### config.mk
export PLATFORM = sky130hd
export DESIGN_NAME = e_dat_tx
export DESIGN_NICKNAME = d
export VERILOG_FILES = /design/src/rtl/e_sdio_pkg.sv /design/src/rtl/e_crc16_serial.sv /design/src/rtl/e_dat_tx.sv
export SDC_FILE = /design/constraint.sdc
export NUM_CORES = 1
export LEC_CHECK = 0
export ABC_AREA = 1
export BUFFER_PORTS_ARGS = -buffer_cell sky130_fd_sc_hd__buf_2
export CAP_MARGIN = 15
export CORE_ASPECT_RATIO = 0.8
export CORE_MARGIN = 1.5
export CORE_UTILIZATION = 30
export CTS_BUF_LIST = sky130_fd_sc_hd__clkbuf_16
export DETAILED_ROUTE_END_ITERATION = 16
export GPL_TIMING_DRIVEN = 0
export MAX_ROUTING_LAYER = met4
export SYNTH_ARGS = -nofsm -noshare
export SYNTH_HDL_FRONTEND = slang
export SYNTH_SLANG_ARGS = --single-unit
### constraint.sdc
create_clock -name clk -period 4.92 [get_ports clk]
set_clock_uncertainty 0.2 [all_clocks]
set_input_delay 0.738 -clock clk [delete_from_list [all_inputs] [get_ports clk]]
set_output_delay 0.738 -clock clk [all_outputs]
set_load 0.05 [all_outputs]
### src/rtl/e_sdio_pkg.sv
// ============================================================================
//  Module      : e_sdio_pkg
//  Description : Shared state encoding and constants for the SD data TX path.
//  Revision    : 1.0
// ============================================================================
`default_nettype none

package e_sdio_pkg;

    typedef logic [3:0] state_t;

    localparam state_t S_IDLE      = 4'd0;
    localparam state_t S_WAIT_RDY  = 4'd1;
    localparam state_t S_START     = 4'd2;
    localparam state_t S_DATA      = 4'd3;
    localparam state_t S_CRC       = 4'd4;
    localparam state_t S_END       = 4'd5;
    localparam state_t S_TURN      = 4'd6;
    localparam state_t S_STAT_WAIT = 4'd7;
    localparam state_t S_STAT      = 4'd8;
    localparam state_t S_BUSY      = 4'd9;
    localparam state_t S_FIN       = 4'd10;

    localparam logic [15:0] CRC16_POLY  = 16'h1021;
    localparam logic [2:0]  TOK_ACCEPT  = 3'b010;
    localparam logic [2:0]  TOK_CRC_ERR = 3'b101;

    localparam int NUM_LANES  = 4;
    localparam int LANES_1BIT = 1;
    localparam int LANES_4BIT = 4;

endpackage

`default_nettype wire

### src/rtl/e_crc16_serial.sv
// ============================================================================
//  Module      : e_crc16_serial
//  Description : Bit-serial CRC16-CCITT with clear, update and shift-out modes.
//  Revision    : 1.0
// ============================================================================
`default_nettype none

module e_crc16_serial
    import e_sdio_pkg::*;
(
    input  logic clk,
    input  logic rst_i,
    input  logic clr,
    input  logic en,
    input  logic din,
    input  logic shift,
    output logic msb
);

    logic [15:0] r_crc;
    logic        w_fb;

    assign w_fb = din ^ r_crc[15];
    assign msb  = r_crc[15];

    // Shift-out mode pushes zeros in so the word leaves MSB first.
    always_ff @(posedge clk or posedge rst_i) begin
        if (rst_i) begin
            r_crc <= '0;
        end else if (clr) begin
            r_crc <= '0;
        end else if (en) begin
            r_crc <= {r_crc[14:0], 1'b0} ^ (w_fb ? CRC16_POLY : 16'h0000);
        end else if (shift) begin
            r_crc <= {r_crc[14:0], 1'b0};
        end
    end

endmodule

`default_nettype wire

### src/rtl/e_dat_tx.sv
// ============================================================================
//  Module      : e_dat_tx
//  Description : SD DAT-line block transmitter with CRC status and busy wait.
//  Revision    : 1.0
// ============================================================================
`default_nettype none

module e_dat_tx
    import e_sdio_pkg::*;
#(
    parameter int STAT_TO = 16,
    parameter int BUSY_TO = 65535,
    parameter int CNT_W   = 16
) (
    input  logic        clk,
    input  logic        rst_i,
    input  logic        start,
    input  logic        abort,
    input  logic        bus_4bit,
    input  logic [11:0] block_size,
    input  logic        buffer_read_rdy,
    input  logic [7:0]  pop_data,
    output logic        pop,
    output logic [3:0]  dat_out,
    output logic        dat_oe,
    input  logic        dat_in0,
    output logic        tx_busy,
    output logic        done,
    output logic        crc_err,
    output logic        timeout
);

    localparam logic [CNT_W-1:0] c_stat_lim = CNT_W'(STAT_TO - 1);
    localparam logic [CNT_W-1:0] c_busy_lim = CNT_W'(BUSY_TO - 1);

    state_t           r_state;
    state_t           w_next;
    logic             r_mode4;
    logic [11:0]      r_size;
    logic [11:0]      r_byte_cnt;
    logic [7:0]       r_shift;
    logic [3:0]       r_bit_cnt;
    logic [CNT_W-1:0] r_cnt;
    logic [2:0]       r_tok;
    logic             r_crc_err;
    logic             r_timeout;

    logic             w_accept;
    logic             w_last_bit;
    logic             w_more;
    logic             w_stat_to;
    logic             w_busy_to;
    logic [3:0]       w_lanes;
    logic [3:0]       w_crc_msb;
    logic [3:0]       w_crc_en;
    logic             w_crc_clr;
    logic             w_crc_shift;

    assign w_accept    = (r_state == S_IDLE) && start && (block_size != 12'd0) && !abort;
    assign w_last_bit  = (r_bit_cnt == (r_mode4 ? 4'd1 : 4'd7));
    assign w_more      = (r_byte_cnt != 12'd0);
    assign w_stat_to   = (r_cnt == c_stat_lim);
    assign w_busy_to   = (r_cnt == c_busy_lim);
    assign w_lanes     = r_mode4 ? r_shift[7:4] : {3'b111, r_shift[7]};
    assign w_crc_clr   = (r_state == S_START);
    assign w_crc_shift = (r_state == S_CRC);

    generate
        for (genvar i = 0; i < NUM_LANES; i++) begin : g_lane
            assign w_crc_en[i] = (r_state == S_DATA) && ((i == 0) ? 1'b1 : r_mode4);

            e_crc16_serial u_crc (
                .clk   (clk),
                .rst_i (rst_i),
                .clr   (w_crc_clr),
                .en    (w_crc_en[i]),
                .din   (w_lanes[i]),
                .shift (w_crc_shift),
                .msb   (w_crc_msb[i])
            );
        end
    endgenerate

    always_ff @(posedge clk or posedge rst_i) begin
        if (rst_i) begin
            r_state <= S_IDLE;
        end else begin
            r_state <= w_next;
        end
    end

    always_comb begin
        w_next = r_state;
        case (r_state)
            S_IDLE:      if (w_accept) w_next = S_WAIT_RDY;
            S_WAIT_RDY:  if (buffer_read_rdy) w_next = S_START;
            S_START:     w_next = S_DATA;
            S_DATA:      if (w_last_bit && !w_more) w_next = S_CRC;
            S_CRC:       if (r_bit_cnt == 4'd15) w_next = S_END;
            S_END:       w_next = S_TURN;
            S_TURN:      if (r_bit_cnt == 4'd1) w_next = S_STAT_WAIT;
            S_STAT_WAIT: begin
                if (!dat_in0)       w_next = S_STAT;
                else if (w_stat_to) w_next = S_FIN;
            end
            S_STAT:      if (r_bit_cnt == 4'd3) w_next = S_BUSY;
            S_BUSY: begin
                if (dat_in0)        w_next = S_FIN;
                else if (w_busy_to) w_next = S_FIN;
            end
            S_FIN:       w_next = S_IDLE;
            default:     w_next = S_IDLE;
        endcase
        if (abort) w_next = S_IDLE;
    end

    always_ff @(posedge clk or posedge rst_i) begin
        if (rst_i) begin
            r_mode4    <= 1'b0;
            r_size     <= '0;
            r_byte_cnt <= '0;
            r_shift    <= '0;
            r_bit_cnt  <= '0;
            r_cnt      <= '0;
            r_tok      <= '0;
            r_crc_err  <= 1'b0;
            r_timeout  <= 1'b0;
        end else begin
            if (w_accept) begin
                r_mode4   <= bus_4bit;
                r_size    <= block_size;
                r_crc_err <= 1'b0;
                r_timeout <= 1'b0;
            end
            // Bit counter restarts on every state change and at each byte boundary.
            if ((w_next != r_state) || ((r_state == S_DATA) && w_last_bit)) begin
                r_bit_cnt <= '0;
            end else begin
                r_bit_cnt <= r_bit_cnt + 4'd1;
            end
            case (r_state)
                S_START: begin
                    r_shift    <= pop_data;
                    r_byte_cnt <= r_size - 12'd1;
                end
                S_DATA: begin
                    if (w_last_bit && w_more) begin
                        r_shift    <= pop_data;
                        r_byte_cnt <= r_byte_cnt - 12'd1;
                    end else begin
                        r_shift <= r_mode4 ? {r_shift[3:0], 4'h0} : {r_shift[6:0], 1'b0};
                    end
                end
                S_TURN: r_cnt <= '0;
                S_STAT_WAIT: begin
                    r_cnt <= r_cnt + CNT_W'(1);
                    if (dat_in0 && w_stat_to && !abort) r_timeout <= 1'b1;
                end
                S_STAT: begin
                    r_cnt <= '0;
                    if (r_bit_cnt < 4'd3) begin
                        r_tok <= {r_tok[1:0], dat_in0};
                    end else if (!abort) begin
                        r_crc_err <= (r_tok != TOK_ACCEPT);
                    end
                end
                S_BUSY: begin
                    r_cnt <= r_cnt + CNT_W'(1);
                    if (!dat_in0 && w_busy_to && !abort) r_timeout <= 1'b1;
                end
                default: ;
            endcase
        end
    end

    always_comb begin
        dat_out = 4'hF;
        dat_oe  = 1'b0;
        pop     = 1'b0;
        done    = (r_state == S_FIN);
        tx_busy = (r_state != S_IDLE) && (r_state != S_FIN);
        case (r_state)
            S_START: begin
                dat_oe  = 1'b1;
                dat_out = r_mode4 ? 4'h0 : 4'hE;
                pop     = 1'b1;
            end
            S_DATA: begin
                dat_oe  = 1'b1;
                dat_out = w_lanes;
                pop     = w_last_bit && w_more;
            end
            S_CRC: begin
                dat_oe  = 1'b1;
                dat_out = r_mode4 ? w_crc_msb : {3'b111, w_crc_msb[0]};
            end
            S_END: begin
                dat_oe  = 1'b1;
            end
            default: ;
        endcase
    end

    assign crc_err = r_crc_err;
    assign timeout = r_timeout;

endmodule

`default_nettype wire

==> flow_metrics.env, run 1 <==
export IMPL_path_class="reg -> out"
export IMPL_drcViolationCount=0
export IMPL_syn_num_nets=791
export IMPL_yosysMostFrequentCell="nand2_1"
export IMPL_p_sw_mw=0.894
export IMPL_finalSetupViolCount=0
export IMPL_tns_ns=0
export IMPL_antenna_found_initial=0
export IMPL_port_buffers=36
export IMPL_die_area_mm2=0.0216
export IMPL_grt_pass1_wl_um=24000
export IMPL_grt_pass1_vias=4792
export IMPL_grt_overflow_total=0
export IMPL_firstDrtPassIters=5
export IMPL_drt_total_wl_um=14000
export IMPL_synth_top_cell_by_area="dfrtp_1"
export IMPL_swShare_pct=29.0
export IMPL_startpoint="r_state[3]"
export IMPL_ctsResizeCount=0
export IMPL_num_fill_cells=2072
export IMPL_viasPerCell=4.58
export IMPL_nets=847
export IMPL_crit_arrival_ns=2.72
export IMPL_clock_latency_ns=0.42
export IMPL_yosysUniqueCellTypes=40
export IMPL_relSlewSlack_pct=62.6
export IMPL_internal_power_mw=2.19
export IMPL_boundaryPins=37
export IMPL_ys_top_cells_by_area="dfrtp_1 (51%), nand2_1 (9.1%), inv_1 (7.9%)"
export IMPL_period_share_pct=74.3
export IMPL_maxCapViolations=0
export IMPL_cp_start_kind="flop"
export IMPL_synth_edf_count=0
export IMPL_final_cells=1091
export IMPL_areaGrowthSynthToFinish_pct=18.7
export IMPL_yosys_warnings=0
export IMPL_syn_inst=759
export IMPL_clkSinkCount=126
export IMPL_reg2reg_from="r_state[0]"
export IMPL_grt_setup_unrepaired="false"
export IMPL_path_clk_slew_ns=0.06
export IMPL_seqPwrFrac_pct=40.8
export IMPL_htree_levels=4
export IMPL_combPwrFrac_pct=16.2
export IMPL_ys_top_cells_by_count="nand2_1 (151), inv_1 (130), dfrtp_1 (126), nor2_1 (79), o22ai_1 (63)"
export IMPL_power_density_mw_per_mm2=418
export IMPL_cts_made_buffers=17
export IMPL_hold_class="in -> async"
export IMPL_worst_pin_slew_ns=0.560
export IMPL_vias=4997
export IMPL_gp_congestion=0.856
export IMPL_fp_dieW_um=164
export IMPL_wl_per_cell_um=12.8
export IMPL_ctsHoldBuffers=0
export IMPL_layout_min_cycle_time_ns=3.66
export IMPL_cts_tree="built"
export IMPL_hold_viol_final=0
export IMPL_ir_drop_v=0.000239
export IMPL_final_max_slew_viol_count=0
export IMPL_die_y_um=132
export IMPL_reg2reg_depth=14
export IMPL_n_antenna_cell=0
export IMPL_num_rows=46
export IMPL_fmax_mhz=274
export IMPL_core_region_area_mm2=0.0201
export IMPL_crit_path_end_kind="primary output"
export IMPL_synthFlopType="dfrtp_1"
export IMPL_crit_end="dat_out[0]"
export IMPL_ff_latch_area_mm2=0.00315
export IMPL_post_cts_setup_buffers=0
export IMPL_grtUsageTotal_pct=14.4
export IMPL_status="completed"
export IMPL_r2r_slack_ns=2.56
export IMPL_drt_initial_drc_count=330
export IMPL_multi_input_area_mm2=0.00243
export IMPL_synth_seq_cells=126
export IMPL_worst_path_max_fanout=10
export IMPL_syn_cell_area_mm2=0.00621
export IMPL_root_buffer="clkbuf_16"
export IMPL_dp_cells=1060
export IMPL_power_leakage_nw=3.54
export IMPL_finalPower_mw=3.09
export IMPL_avgSynthCellArea_um2=8.19
export IMPL_seq_area_frac_synth_pct=50.7
export IMPL_drive_above_1_share_pct=14.1
export IMPL_clk_path_buf_depth=2
export IMPL_ant_nets=0
export IMPL_yosysTopAreaCellShare_pct=50.7
export IMPL_hpwl_um=9990
export IMPL_grt_max_degree=66
export IMPL_cp_required_ns=3.98
export IMPL_async_reset_ff_share_pct=100
export IMPL_p_clk_share_pct=43.0
export IMPL_r2r_end="r_byte_cnt[10]"
export IMPL_start_util_pct=30.9
-- cell families (layout without fill, tap and decap cells) --
family                     after synthesis  after routing  synth area share [%]
AOI/OAI and AO/OA                      141            141                  13.4
xor gates and xnor gates                20             20                  2.82
adders and majority gates                5              5                  1.01
buffers and inverters                  158            226                  10.1
DFF                                    126            126                  50.7
muxes                                    4              4                 0.644
and+or+nand+nor                        305            305                  21.3
-- cell type report --
class	count	area share, %
Inverter	138	7.11
Clock inverter	14	2.63
Sequential cell	126	42.7
Multi-Input combinational cell	475	33.0
Clock buffer	17	5.77
Tap cell	264	4.48
Buffer	20	1.48
Timing Repair Buffer	37	2.82
-- metrics by stage --
stage          setup slack (ns)  area, µm²  hold slack [ns]  util (%)
3_3_place_gp             -0.967       6730            0.260      33.5
4_1_cts                    1.22       7380            0.211      36.7
6_report                   1.26       7380            0.194      36.7
5_1_grt                    1.06       7380            0.237      36.7
2_1_floorplan             0.626       6210            0.242         -
3_5_place_dp               1.69       6760            0.260      33.6
-- registers in the layout, indices dropped and copies added (netlist names) --
register            cells
r_tok                   3
r_bit_cnt               4
r_state                 4
r_shift                 8
r_mode4                 1
r_size                 12
timeout                 1
r_cnt                  16
crc_err                 1
g_lane.u_crc.r_crc     64
r_byte_cnt             12
-- cell usage in the layout (no fill, tap or decap), types with 3 or more instances in the layout --
cell type | synthesis | layout
nand2_1 | 151 | 151
clkinv_2 | 1 | 3
xor2_1 | 17 | 17
nor2_2 | 9 | 9
mux2i_1 | 4 | 4
nor3_2 | 3 | 3
bufinv_16 | 0 | 4
nand2_2 | 7 | 7
clkbuf_1 | 5 | 5
nor3_1 | 13 | 13
buf_2 | 9 | 45
dfrtp_1 | 126 | 126
nor2_4 | 3 | 3
o221ai_1 | 3 | 3
ha_1 | 5 | 5
inv_6 | 0 | 3
xnor2_1 | 3 | 3
a21oi_1 | 17 | 17
clkinv_4 | 0 | 4
nand4_1 | 4 | 4
inv_1 | 130 | 130
o211ai_1 | 5 | 5
o21ai_0 | 36 | 36
inv_2 | 6 | 6
nor2_1 | 79 | 79
clkbuf_16 | 0 | 17
o22ai_1 | 63 | 63
o21ai_1 | 11 | 11
nand3_1 | 28 | 28
-- power by group through the flow --
stage          clock network (mW)  registers [mW]  logic [mW]
2_1_floorplan                   0            1.25       0.392
4_1_cts                      1.35            1.26       0.505
6_report                     1.33            1.26       0.499
3_3_place_gp                    0            1.27       0.490
5_1_grt                      1.40            1.28       0.576
3_5_place_dp                    0            1.27       0.502
-- layer usage --
| metal | GRT usage, % | vias up | wire length [µm] |
|---|---|---|---|
| met3 | 3.40 | 12 | 603 |
| met5 | - | - | 0 |
| met2 | 18.2 | 90 | 5520 |
| met4 | 3.79 | 0 | 131 |
| met1 | 22.2 | 2337 | 7720 |
| li1 | - | 2558 | - |
-- critical path, stage by stage, from the launching register on --
cell	delay [ns]
dfrtp_1	0.45
nor2_4	0.23
inv_1	0.11
nor2_2	0.32
inv_2	0.18
nand2_1	0.26
buf_2	0.29
o221ai_1	0.20
buf_2	0.25
-- worst min-delay path by stage --
stage	from	to	slack, ns	depth (start not counted)
6_report	rst_i	g_lane[2].u_crc.r_crc[6]	0.19	2
5_1_grt	rst_i	g_lane[2].u_crc.r_crc[6]	0.24	2
4_1_cts	rst_i	g_lane[2].u_crc.r_crc[6]	0.21	2
3_5_place_dp	r_size[0]	r_size[0]	0.26	2
3_3_place_gp	r_size[0]	r_size[0]	0.26	2
2_1_floorplan	r_size[11]	r_size[11]	0.24	2
(Power assumes the default switching activity.)
==> run 2, diff against run 1 <==
==> constraint.sdc (replaced) <==
create_clock -name clk -period 3 [get_ports clk]
set_clock_uncertainty 0.2 [all_clocks]
set_input_delay 0.45 -clock clk [delete_from_list [all_inputs] [get_ports clk]]
set_output_delay 0.45 -clock clk [all_outputs]
set_load 0.05 [all_outputs]
==> flow_metrics.env, run 2 (synthesis results as in run 1) <==
export IMPL_clk_path_buf_depth=2
export IMPL_cp_required_ns=2.35
export IMPL_path_class="reg -> out"
export IMPL_n_antenna_cell=0
export IMPL_hold_viol_final=0
export IMPL_viasPerCell=4.60
export IMPL_port_buffers=36
export IMPL_wl_per_cell_um=12.9
export IMPL_nets=851
export IMPL_ant_nets=0
export IMPL_seqPwrFrac_pct=42.7
export IMPL_drcViolationCount=0
export IMPL_hold_class="in -> reg"
export IMPL_power_density_mw_per_mm2=654
export IMPL_worst_pin_slew_ns=0.649
export IMPL_drt_total_wl_um=14100
export IMPL_num_rows=46
export IMPL_internal_power_mw=3.41
export IMPL_drt_initial_drc_count=342
export IMPL_fmax_mhz=352
export IMPL_final_cells=1095
export IMPL_antenna_found_initial=0
export IMPL_areaGrowthSynthToFinish_pct=18.8
export IMPL_firstDrtPassIters=4
export IMPL_path_clk_slew_ns=0.06
export IMPL_maxCapViolations=0
export IMPL_clkSinkCount=126
export IMPL_grtUsageTotal_pct=14.4
export IMPL_fp_dieW_um=164
export IMPL_finalSetupViolCount=0
export IMPL_cp_start_kind="flop"
export IMPL_status="completed"
export IMPL_dp_cells=1062
export IMPL_grt_max_degree=41
export IMPL_die_area_mm2=0.0216
export IMPL_boundaryPins=37
export IMPL_hpwl_um=10300
export IMPL_grt_pass1_vias=4811
export IMPL_cts_made_buffers=17
export IMPL_final_cell_mix="nand2_1 (149), inv_1 (130), dfrtp_1 (126)"
export IMPL_multi_input_area_mm2=0.00245
export IMPL_tns_ns=0
export IMPL_regMostFlops="g_lane.u_crc.r_crc"
export IMPL_place_ws_ns=0.0738
export IMPL_core_region_area_mm2=0.0201
export IMPL_gp_congestion=0.838
export IMPL_root_buffer="clkbuf_16"
export IMPL_vias=5034
export IMPL_grt_setup_unrepaired="false"
export IMPL_power_leakage_nw=3.54
export IMPL_relSlewSlack_pct=56.6
export IMPL_final_max_slew_viol_count=0
export IMPL_crit_path_end_kind="primary output"
export IMPL_layout_commonest_cell="nand2_1"
export IMPL_clock_latency_ns=0.42
export IMPL_reg_top3="g_lane.u_crc.r_crc x64, r_cnt x16"
export IMPL_combPwrFrac_pct=17.3
export IMPL_layout_min_cycle_time_ns=2.84
export IMPL_swShare_pct=29.3
export IMPL_ir_drop_v=0.000331
export IMPL_layout_setup_ws_ns=0.162
export IMPL_num_fill_cells=2070
export IMPL_crit_arrival_ns=2.19
export IMPL_period_share_pct=94.6
export IMPL_whs_ns=0.0459
export IMPL_die_y_um=132
export IMPL_p_clk_share_pct=40.0
export IMPL_ff_latch_area_mm2=0.00315
export IMPL_largest_reg_flops=64
export IMPL_grt_overflow_total=0
export IMPL_cts_tree="built"
export IMPL_start_util_pct=30.9
export IMPL_fin_util_pct=36.8
export IMPL_drive_above_1_share_pct=14.7
export IMPL_grt_pass1_wl_um=24000
export IMPL_worst_path_max_fanout=6
export IMPL_p_sw_mw=1.42
export IMPL_htree_levels=4
run 2: power groups by stage:
stage / Sequential, mW / Clock [mW] / Combinational, mW
global placement: 2.08 / 0 / 0.809
finish: 2.06 / 1.93 / 0.834
CTS: 2.06 / 1.97 / 0.836
floorplan: 2.04 / 0 / 0.644
detailed placement: 2.09 / 0 / 0.828
global route: 2.09 / 2.06 / 0.958
run 2: layout make-up:
cell class / count / share of cell area (%)
clock inverter: 14 / 1.75
sequential: 126 / 42.7
multi-input combinational: 475 / 33.2
buffer: 19 / 1.46
tap: 264 / 4.47
inverter: 138 / 7.08
clock buffer: 17 / 5.76
timing repair buffer: 42 / 3.63
run 2: per-stage QoR:
step	power [mW]	instance area (µm²)
6_report	4.83	7380
4_1_cts	4.87	7360
3_5_place_dp	2.91	6790
3_3_place_gp	2.89	6730
2_1_floorplan	2.69	6220
5_1_grt	5.11	7380
run 2: final timing paths:
path	startpoint	end	slack [ns]	depth (start not counted)
max in group asynchronous	rst_i	r_byte_cnt[4]	1.30	5
min in group asynchronous	rst_i	g_lane[2].u_crc.r_crc[4]	0.47	3
setup reg to reg	r_state[1]	r_bit_cnt[3]	0.57	10
setup / recovery	r_state[3]	dat_out[2]	0.16	6
hold reg to reg	r_size[11]	r_size[11]	0.28	2
hold / removal	block_size[9]	r_size[9]	0.05	3
run 2: what timing repair did:
item | in CTS | in global routing
hold buffers | 1 | 0
buffers inserted | 0 | 2
pin swaps | 0 | 1
endpoints found under the hold margin | 25 | 0
setup endpoints to repair | 5 | 5
resized for setup | 3 | 6
run 2: critical path, cell delays in order, from the launching register on:
cell,delay (ns)
dfrtp_1,0.44
nor2_4,0.22
inv_1,0.11
nor2_4,0.17
o21ai_0,0.19
o211ai_1,0.31
buf_2,0.33
run 2: metal layers:
metal | part of all wire, % | vias to the layer above | routed length [µm] | GRT usage, %
li1 | - | 2576 | - | -
met1 | 55 | 2357 | 7690 | 21.6
met2 | 40 | 92 | 5600 | 19.1
met3 | 4.7 | 9 | 668 | 3.71
met4 | 0.81 | 0 | 114 | 3.38
met5 | 0 | - | 0 | -
==> run 3, diff against run 2 <==
--- a/config.mk
+++ b/config.mk
@@ -9,7 +9,7 @@
 export BUFFER_PORTS_ARGS = -buffer_cell sky130_fd_sc_hd__buf_2
 export CAP_MARGIN = 15
 export CORE_ASPECT_RATIO = 0.8
-export CORE_MARGIN = 1.5
+export CORE_MARGIN = 3
 export CORE_UTILIZATION = 30
 export CTS_BUF_LIST = sky130_fd_sc_hd__clkbuf_16
 export DETAILED_ROUTE_END_ITERATION = 16
==> flow_metrics.env, run 3 (synthesis results as in run 1) <==
export IMPL_status="complete, but fails checks"
export IMPL_failed_checks="negative hold slack"
export IMPL_largest_reg_flops=64
export IMPL_drcViolationCount=0
export IMPL_boundaryPins=37
export IMPL_viasPerCell=4.57
export IMPL_n_antenna_cell=0
export IMPL_num_rows=46
export IMPL_reg_top3="g_lane.u_crc.r_crc x64, r_cnt x16"
export IMPL_regMostFlops="g_lane.u_crc.r_crc"
export IMPL_grt_overflow_total=0
export IMPL_ir_drop_v=0.000310
export IMPL_path_class="reg -> out"
export IMPL_grt_max_degree=37
export IMPL_fmax_mhz=349
export IMPL_clk_path_buf_depth=2
export IMPL_fp_dieW_um=167
export IMPL_gp_congestion=0.850
export IMPL_cp_start_kind="flop"
export IMPL_areaGrowthSynthToFinish_pct=19.5
export IMPL_hpwl_um=10200
export IMPL_finalSetupViolCount=0
export IMPL_antenna_found_initial=0
export IMPL_num_fill_cells=2071
export IMPL_crit_path_end_kind="primary output"
export IMPL_grtUsageTotal_pct=13.9
export IMPL_core_region_area_mm2=0.0201
export IMPL_period_share_pct=95.5
export IMPL_power_density_mw_per_mm2=674
export IMPL_start_util_pct=30.9
export IMPL_dp_cells=1062
export IMPL_drt_total_wl_um=14500
export IMPL_nets=850
export IMPL_port_buffers=36
export IMPL_place_ws_ns=0.0494
export IMPL_crit_arrival_ns=2.21
export IMPL_vias=5008
export IMPL_maxCapViolations=0
export IMPL_ant_nets=0
export IMPL_grt_setup_unrepaired="false"
export IMPL_ctsHoldBuffers=0
export IMPL_worst_path_max_fanout=6
export IMPL_die_y_um=135
export IMPL_final_max_slew_viol_count=0
export IMPL_die_area_mm2=0.0225
export IMPL_clkSinkCount=126
export IMPL_wl_per_cell_um=13.3
export IMPL_worst_pin_slew_ns=0.828
export IMPL_final_cells=1095
export IMPL_drt_initial_drc_count=386
export IMPL_drive_above_1_share_pct=14.8
export IMPL_reg2reg_depth=9
export IMPL_final_cell_mix="nand2_1 (149), inv_1 (129), dfrtp_1 (126)"
export IMPL_root_buffer="clkbuf_16"
export IMPL_cts_made_buffers=17
export IMPL_grt_pass1_vias=4882
export IMPL_whs_ns=-0.00819
export IMPL_htree_levels=4
export IMPL_clock_latency_ns=0.42
export IMPL_layout_commonest_cell="nand2_1"
export IMPL_path_clk_slew_ns=0.06
export IMPL_hold_class="in -> async"
export IMPL_firstDrtPassIters=6
export IMPL_power_leakage_nw=3.55
export IMPL_layout_min_cycle_time_ns=2.86
export IMPL_layout_setup_ws_ns=0.135
export IMPL_hold_viol_final=18
export IMPL_cp_required_ns=2.35
export IMPL_cts_tree="built"
export IMPL_grt_pass1_wl_um=24900
export IMPL_relSlewSlack_pct=44.7
## run 3: cell count changes in the layout (fill, tap and decap cells not counted)
| cell | delta |
|---|---|
| bufinv_16 | +1 |
| dlygate4sd3_1 | -1 |
| buf_12 | -1 |
| clkinv_1 | +1 |
| clkinv_4 | +1 |
| inv_6 | +2 |
| buf_2 | -1 |
| buf_16 | +1 |
| clkinv_2 | -3 |
| inv_1 | -1 |
| clkbuf_4 | +1 |
## run 3: where the power goes
group	switching, mW	internal, mW	leakage, nW	total (mW)
Clock	0.804	1.30	0.284	2.11
Sequential	0.153	1.91	1.69	2.06
Combinational	0.528	0.306	1.57	0.833
## run 3: worst max-delay path, cell delays in order, from the launching register on
cell      delay (ns)
dfrtp_1         0.45
nor2_4          0.23
inv_1           0.12
nor2_4          0.18
o21ai_0         0.19
o211ai_1        0.30
buf_2           0.32
## run 3: cell type report
class	instances	area (µm²)	area share (%)
plain buffers	19	108	1.45
clock buffers	17	425	5.73
clock inverters	15	170	2.29
inverters	138	523	7.04
multi-input cells	475	2450	33.0
flip-flops and latches	126	3150	42.5
well taps	264	330	4.45
repair buffers	41	268	3.61
## run 3: what timing repair did
action                     in CTS  in global routing
setup endpoints to repair       5                  5
pin swaps                       0                  1
resized for setup               5                  3
buffers inserted                0                  2
## run 3: routing by layer
| metal | part of all wire [%] | track usage (%) |
|---|---|---|
| met3 | 4.3 | 3.25 |
| met4 | 0.68 | 3.02 |
| met5 | 0 | - |
| met1 | 54 | 21.2 |
| met2 | 41 | 18.8 |
## run 3: path summary, 6_finish.rpt
check,endpoint,start,slack (ns)
max in group asynchronous,g_lane[0].u_crc.r_crc[0],rst_i,1.77
worst max-delay path,dat_out[3],r_state[3],0.14
worst max register to register,r_bit_cnt[1],r_state[1],0.54
worst min-delay path,r_cnt[8],rst_i,-0.008
min in group clk,r_size[6],block_size[6],0.04
worst min register to register,r_size[0],r_size[0],0.28
## run 3: through the flow
step / hold slack [ns] / setup TNS (ns) / power (mW) / util [%] / instance area (µm²)
6_report: -0.00819 / 0 / 5.00 / 37.0 / 7430
5_1_grt: 0.0373 / 0 / 5.28 / 37.0 / 7430
4_1_cts: 0.0312 / 0 / 5.04 / 36.9 / 7400
3_5_place_dp: 0.263 / 0 / 2.92 / 33.8 / 6800
3_3_place_gp: 0.261 / -16.56 / 2.89 / 33.5 / 6730
2_1_floorplan: 0.242 / 0 / 2.69 / - / 6220
